## src/rtl/axis_packet_proc.sv

```systemverilog
// axis_packet_proc: buffers one AXI-Stream packet, XOR-checksums it, then echoes it
// in order, reversed, or in order with the checksum word appended.
module axis_packet_proc #(
    parameter int C_AXIS_TDATA_WIDTH = 32,
    parameter int C_DEPTH            = 8,
    parameter int C_MODE             = 0
) (
    input  logic                            AXIS_ACLK,
    input  logic                            AXIS_ARESETN,
    input  logic                            S_AXIS_TVALID,
    output logic                            S_AXIS_TREADY,
    input  logic [C_AXIS_TDATA_WIDTH-1:0]   S_AXIS_TDATA,
    input  logic [C_AXIS_TDATA_WIDTH/8-1:0] S_AXIS_TSTRB,
    input  logic                            S_AXIS_TLAST,
    output logic                            M_AXIS_TVALID,
    input  logic                            M_AXIS_TREADY,
    output logic [C_AXIS_TDATA_WIDTH-1:0]   M_AXIS_TDATA,
    output logic [C_AXIS_TDATA_WIDTH/8-1:0] M_AXIS_TSTRB,
    output logic                            M_AXIS_TLAST,
    output logic [3:0]                      led,
    output logic                            truncated,
    output logic [15:0]                     pkt_count
);
    localparam int AW = $clog2(C_DEPTH);
    localparam int W  = C_AXIS_TDATA_WIDTH;

    typedef enum logic [1:0] {IDLE, RECV, PROC, SEND} state_t;

    state_t        state, state_nxt;
    logic [W-1:0]  buffer [C_DEPTH];
    logic [AW-1:0] wr_ptr;
    logic [AW:0]   len, idx, last_idx, sel;
    logic [W-1:0]  checksum, word, proc_sum;
    logic          s_acc, m_acc, recv_done, proc_done, send_done;
    logic          unused_tstrb;

    assign unused_tstrb = ^S_AXIS_TSTRB;
    assign s_acc        = state == RECV && S_AXIS_TVALID;
    assign recv_done    = s_acc && (S_AXIS_TLAST || wr_ptr == AW'(C_DEPTH - 1));
    assign proc_done    = state == PROC && idx == len - 1'b1;
    assign proc_sum     = checksum ^ buffer[idx[AW-1:0]];
    assign last_idx     = C_MODE == 2 ? len : len - 1'b1;
    assign m_acc        = state == SEND && M_AXIS_TREADY;
    assign send_done    = m_acc && idx == last_idx;
    // mode 1 reads backwards from the last stored word
    assign sel          = C_MODE == 1 ? last_idx - idx : idx;
    assign word         = (C_MODE == 2 && idx == len) ? checksum : buffer[sel[AW-1:0]];
    assign M_AXIS_TSTRB = '1;

    always_ff @(posedge AXIS_ACLK or negedge AXIS_ARESETN) begin
        if (!AXIS_ARESETN)
            state <= IDLE;
        else
            state <= state_nxt;
    end

    always_comb begin
        state_nxt = state;
        case (state)
            IDLE:    state_nxt = S_AXIS_TVALID ? RECV : IDLE;
            RECV:    state_nxt = recv_done ? PROC : RECV;
            PROC:    state_nxt = proc_done ? SEND : PROC;
            default: state_nxt = send_done ? IDLE : SEND;
        endcase
    end

    always_comb begin
        S_AXIS_TREADY = state == RECV;
        M_AXIS_TVALID = state == SEND;
        M_AXIS_TLAST  = state == SEND && idx == last_idx;
        M_AXIS_TDATA  = state == SEND ? word : '0;
    end

    always_ff @(posedge AXIS_ACLK) begin
        if (s_acc)
            buffer[wr_ptr] <= S_AXIS_TDATA;
    end

    always_ff @(posedge AXIS_ACLK or negedge AXIS_ARESETN) begin
        if (!AXIS_ARESETN) begin
            wr_ptr    <= '0;
            len       <= '0;
            idx       <= '0;
            checksum  <= '0;
            led       <= '0;
            truncated <= 1'b0;
            pkt_count <= '0;
        end else begin
            if (s_acc)
                wr_ptr <= wr_ptr + 1'b1;
            if (recv_done) begin
                len       <= {1'b0, wr_ptr} + 1'b1;
                truncated <= !S_AXIS_TLAST && wr_ptr == AW'(C_DEPTH - 1);
                checksum  <= '0;
                idx       <= '0;
            end
            if (state == PROC) begin
                checksum <= proc_sum;
                idx      <= proc_done ? '0 : idx + 1'b1;
            end
            if (proc_done)
                led <= proc_sum != '0 ? 4'b0011 : 4'b1100;
            if (m_acc)
                idx <= idx + 1'b1;
            if (send_done) begin
                pkt_count <= pkt_count + 1'b1;
                wr_ptr    <= '0;
                idx       <= '0;
            end
        end
    end
endmodule

```

## config.mk

```make
export PLATFORM = sky130hd
export DESIGN_NAME = axis_packet_proc
export DESIGN_NICKNAME = d
export VERILOG_FILES = /design/src/rtl/axis_packet_proc.sv
export SDC_FILE = /design/constraint.sdc
export NUM_CORES = 1
export LEC_CHECK = 0
export BUFFER_PORTS_ARGS = -buffer_cell sky130_fd_sc_hd__buf_2
export CAP_MARGIN = 15
export CORE_UTILIZATION = 25
export DETAILED_ROUTE_END_ITERATION = 10
export PLACE_DENSITY_LB_ADDON = 0.3
export SETUP_SLACK_MARGIN = 0.3
export SYNTH_ARGS = -nofsm -noshare
export SYNTH_HDL_FRONTEND = slang
export SYNTH_SLANG_ARGS = --single-unit
```

## constraint.sdc

```tcl
create_clock -name AXIS_ACLK -period 6.5 [get_ports AXIS_ACLK]
set_input_delay 1.3 -clock AXIS_ACLK [delete_from_list [all_inputs] [get_ports AXIS_ACLK]]
set_output_delay 1.3 -clock AXIS_ACLK [all_outputs]
set_load 0.02 [all_outputs]
```

==> impl_metrics.env <==
export IMPL_cts_resized=0
export IMPL_start_util_pct=25.4
export IMPL_highest_layer="met5"
export IMPL_antenna_cells=0
export IMPL_hold_class="reg -> reg"
export IMPL_outcome="completed"
export IMPL_power_density_mw_per_mm2=447
export IMPL_synth_top_cell_by_area="edfxtp_1"
export IMPL_grt_max_degree=65
export IMPL_fin_ws_ns=1.92
export IMPL_crit_chain="buf_4, nand2b_1, o22ai_1, or2_2, nor2_1, buf_2"
export IMPL_routed_wl_mm=32.3
export IMPL_ios=101
export IMPL_die_area_mm2=0.0543
export IMPL_grt_use_total_pct=12.1
export IMPL_cp_required_ns=5.20
export IMPL_wl_met3_mm=1.50
export IMPL_numPortBuffers=92
export IMPL_ir_drop_uv=194
export IMPL_core_rowCount=84
export IMPL_seqPwrFrac_pct=38.6
export IMPL_syn_to_final_growth_pct=17.6
export IMPL_overflow=0
export IMPL_worst_pin_slew_ns=1.11
export IMPL_comb_power_share_pct=34.2
export IMPL_cp_end_kind="output port"
export IMPL_fin_crit_sh_pct=70.5
export IMPL_cts_made_buffers=35
export IMPL_clk_pin_slew_ns=0.06
export IMPL_relSlewSlack_pct=26.0
export IMPL_power_internal_mw=4.48
export IMPL_antenna_found_initial=2
export IMPL_hold_viol_final=0
export IMPL_first_iter_violations=583
export IMPL_synth_cell_type_count=51
export IMPL_fmax_mhz=218
export IMPL_grt_pass1_wl_mm=48.7
export IMPL_yosys_register_bits=320
export IMPL_critPathMaxFanout=25
export IMPL_cts_htree_levels=2
export IMPL_stdcell_area_mm2=0.0157
export IMPL_die_h_um=233
export IMPL_stdcell_count=1664
export IMPL_p_clk_share_pct=27.3
export IMPL_yosysWarningCount=0
export IMPL_p_leak_nw=5.57
export IMPL_arrival_ns=3.28
export IMPL_sw_frac_of_total_pct=36.1
export IMPL_grt_pass1_vias=7435
export IMPL_cap_violations=0
export IMPL_via_per_inst=4.45
export IMPL_synthCells=844
export IMPL_period_needed_ns=4.58
export IMPL_crit_slowest_cell="dfrtp_2"
export IMPL_gp_congestion=0.772
export IMPL_nets=995
export IMPL_cts_tree="built"
export IMPL_synthTopCellsByArea="edfxtp_1 58%, dfrtp_1 12%, mux4_2 7.6%"
export IMPL_clock_latency_ns=0.53
export IMPL_switchingPower_mw=2.53
export IMPL_num_vias=7404
export IMPL_root_buffer="clkbuf_16"
export IMPL_synth_top_area_share_pct=57.6
export IMPL_mappedNetlistArea_mm2=0.0133
export IMPL_cts_sinks=320
export IMPL_slew_violations=0
export IMPL_slowest_delay_ns=0.86
export IMPL_cts_setup_buffers=0
export IMPL_yosysSeqAreaShare_pct=69.6
export IMPL_route_detailed_drc=0
export IMPL_synth_edf_count=256
export IMPL_first_pass_iters=6
export IMPL_clockBufferDepth=3
export IMPL_drive_above_1_share_pct=24.1
export IMPL_synth_ff_type="edfxtp_1"
export IMPL_setup_violations_final=0
export IMPL_fin_skew_ns=0.0125
export IMPL_rsz0062_at_grt="no"
export IMPL_start_kind="flop"
export IMPL_async_flop_share_pct=20.0
export IMPL_timing_setup_critical_path_class="reg -> out"
export IMPL_wire_per_inst_um=19.4
export IMPL_coreArea_mm2=0.0527
export IMPL_hpwl_mm=19.2
export IMPL_met2_length_mm=14.9
export IMPL_ctsHoldBuffers=0
export IMPL_finalSetupTns_ns=0
export IMPL_post_place_ws_ns=2.39
export IMPL_ant_nets=0
export IMPL_die_w_um=233
export IMPL_met1_length_mm=15.5
export IMPL_synth_avg_cell_area_um2=15.8
export IMPL_fill_cells=5194
export IMPL_dp_cells=1600
export IMPL_placedInstanceArea_mm2=0.0146
export IMPL_postLayoutCoreUtil_pct=29.8
==> metrics by stage <==
step	power (mW)	hold WS, ns
4_1_cts	7.12	0.471
6_report	7.01	0.462
3_3_place_gp	5.16	0.450
2_1_floorplan	4.43	0.455
5_1_grt	7.42	0.490
3_5_place_dp	5.18	0.460
==> cells in the final DEF, fill, tap and decap left out, types with 5 or more instances in the layout <==
master,n
mux4_2,45
inv_1,12
edfxtp_1,256
xnor2_1,22
xor2_1,23
clkbuf_16,35
ha_1,5
nor2_1,48
buf_2,92
a22o_1,5
a22oi_1,9
mux2i_1,40
mux2i_2,6
a21oi_1,11
o22ai_1,8
o21ai_0,19
nand3_1,9
mux2_2,10
clkbuf_1,10
nand2b_1,6
nand4_1,6
or2_2,5
nand2_1,110
o31ai_1,29
buf_4,14
nor3_1,5
clkinv_1,8
nor2_4,6
dfrtp_1,61
==> worst paths after layout <==
check	cells past startpoint	end	startpoint	slack (ns)
hold / removal	1	pkt_count[15]	pkt_count[15]	0.46
hold reg to reg	1	pkt_count[15]	pkt_count[15]	0.46
max in group asynchronous	2	idx[0]	AXIS_ARESETN	4.85
setup reg to reg	8	led[1]	idx[0]	2.58
setup / recovery	6	M_AXIS_TDATA[12]	idx[2]	1.92
min in group asynchronous	2	pkt_count[0]	AXIS_ARESETN	0.98
==> power by group through the flow <==
stage	Clock (mW)	Combinational [mW]	Sequential, mW
finish	1.91	2.39	2.70
global route	2.05	2.62	2.75
CTS	1.97	2.44	2.71
detailed placement	0	2.43	2.75
global placement	0	2.42	2.74
floorplan	0	1.83	2.59
==> layer usage <==
metal / up-vias / track usage, %
li1: 3412 / -
met1: 3793 / 17.1
met2: 158 / 19.4
met3: 39 / 2.23
met4: 2 / 2.45
met5: - / 0
==> cell families after synthesis <==
kind of cell / count (synthesis) / share of synthesized area [%]
adder cells (fa/ha/maj): 5 / 0.469
flip-flops: 320 / 69.6
XOR/XNOR: 46 / 3.13
AO/OA/AOI/OAI: 89 / 4.46
buffers and inverters: 54 / 2.34
AND/OR/NAND/NOR: 224 / 7.34
other: 1 / 0.0281
multiplexers: 105 / 12.6
==> cell usage after synthesis, types with 2 or more instances <==
| master | n |
|---|---|
| nor3_1 | 7 |
| mux4_2 | 45 |
| xor2_1 | 23 |
| or2_2 | 5 |
| a22oi_1 | 9 |
| or4_1 | 2 |
| a22o_1 | 5 |
| mux2_2 | 10 |
| clkbuf_1 | 17 |
| and2_0 | 2 |
| or3_1 | 4 |
| o22ai_1 | 8 |
| nand2b_1 | 6 |
| buf_2 | 9 |
| and4_1 | 2 |
| buf_6 | 6 |
| nand2_1 | 111 |
| a21boi_0 | 2 |
| xnor2_1 | 22 |
| o31ai_1 | 29 |
| and3_1 | 4 |
| and2_1 | 3 |
| a21oi_1 | 11 |
| o21ai_0 | 19 |
| nor2_1 | 54 |
| dfrtp_1 | 64 |
| edfxtp_1 | 256 |
| mux2i_2 | 6 |
| nand4_1 | 6 |
| buf_4 | 7 |
| mux2i_4 | 3 |
| nor4_1 | 3 |
| nor2b_1 | 4 |
| ha_1 | 5 |
| mux2i_1 | 40 |
| inv_1 | 12 |
| nand3_1 | 9 |
==> worst max-delay path, delay by kind of cell, from the launching register on <==
kind,cells,cell delay (ns)
AND/OR/NAND/NOR,3,0.95
AO/OA/AOI/OAI,1,0.17
buffers and inverters,2,0.75
flip-flops,1,0.86
==> area by class of cell <==
type	count	area (um2)	share of cell area, %
multi-input cells	473	3820	24.3
repair buffers	107	586	3.73
flip-flops and latches	320	9300	59.2
inverters	12	45.0	0.287
clock inverters	18	166	1.06
well taps	688	861	5.48
clock buffers	46	927	5.91
==> sequential cells by signal, summed over array words and instances, names as in the netlist <==
register and flops:
buffer 256, checksum 32, idx 4, led 2
len 4, pkt_count 16, state 2, truncated 1
wr_ptr 3
No activity file was read; power rests on OpenSTA's default activity.
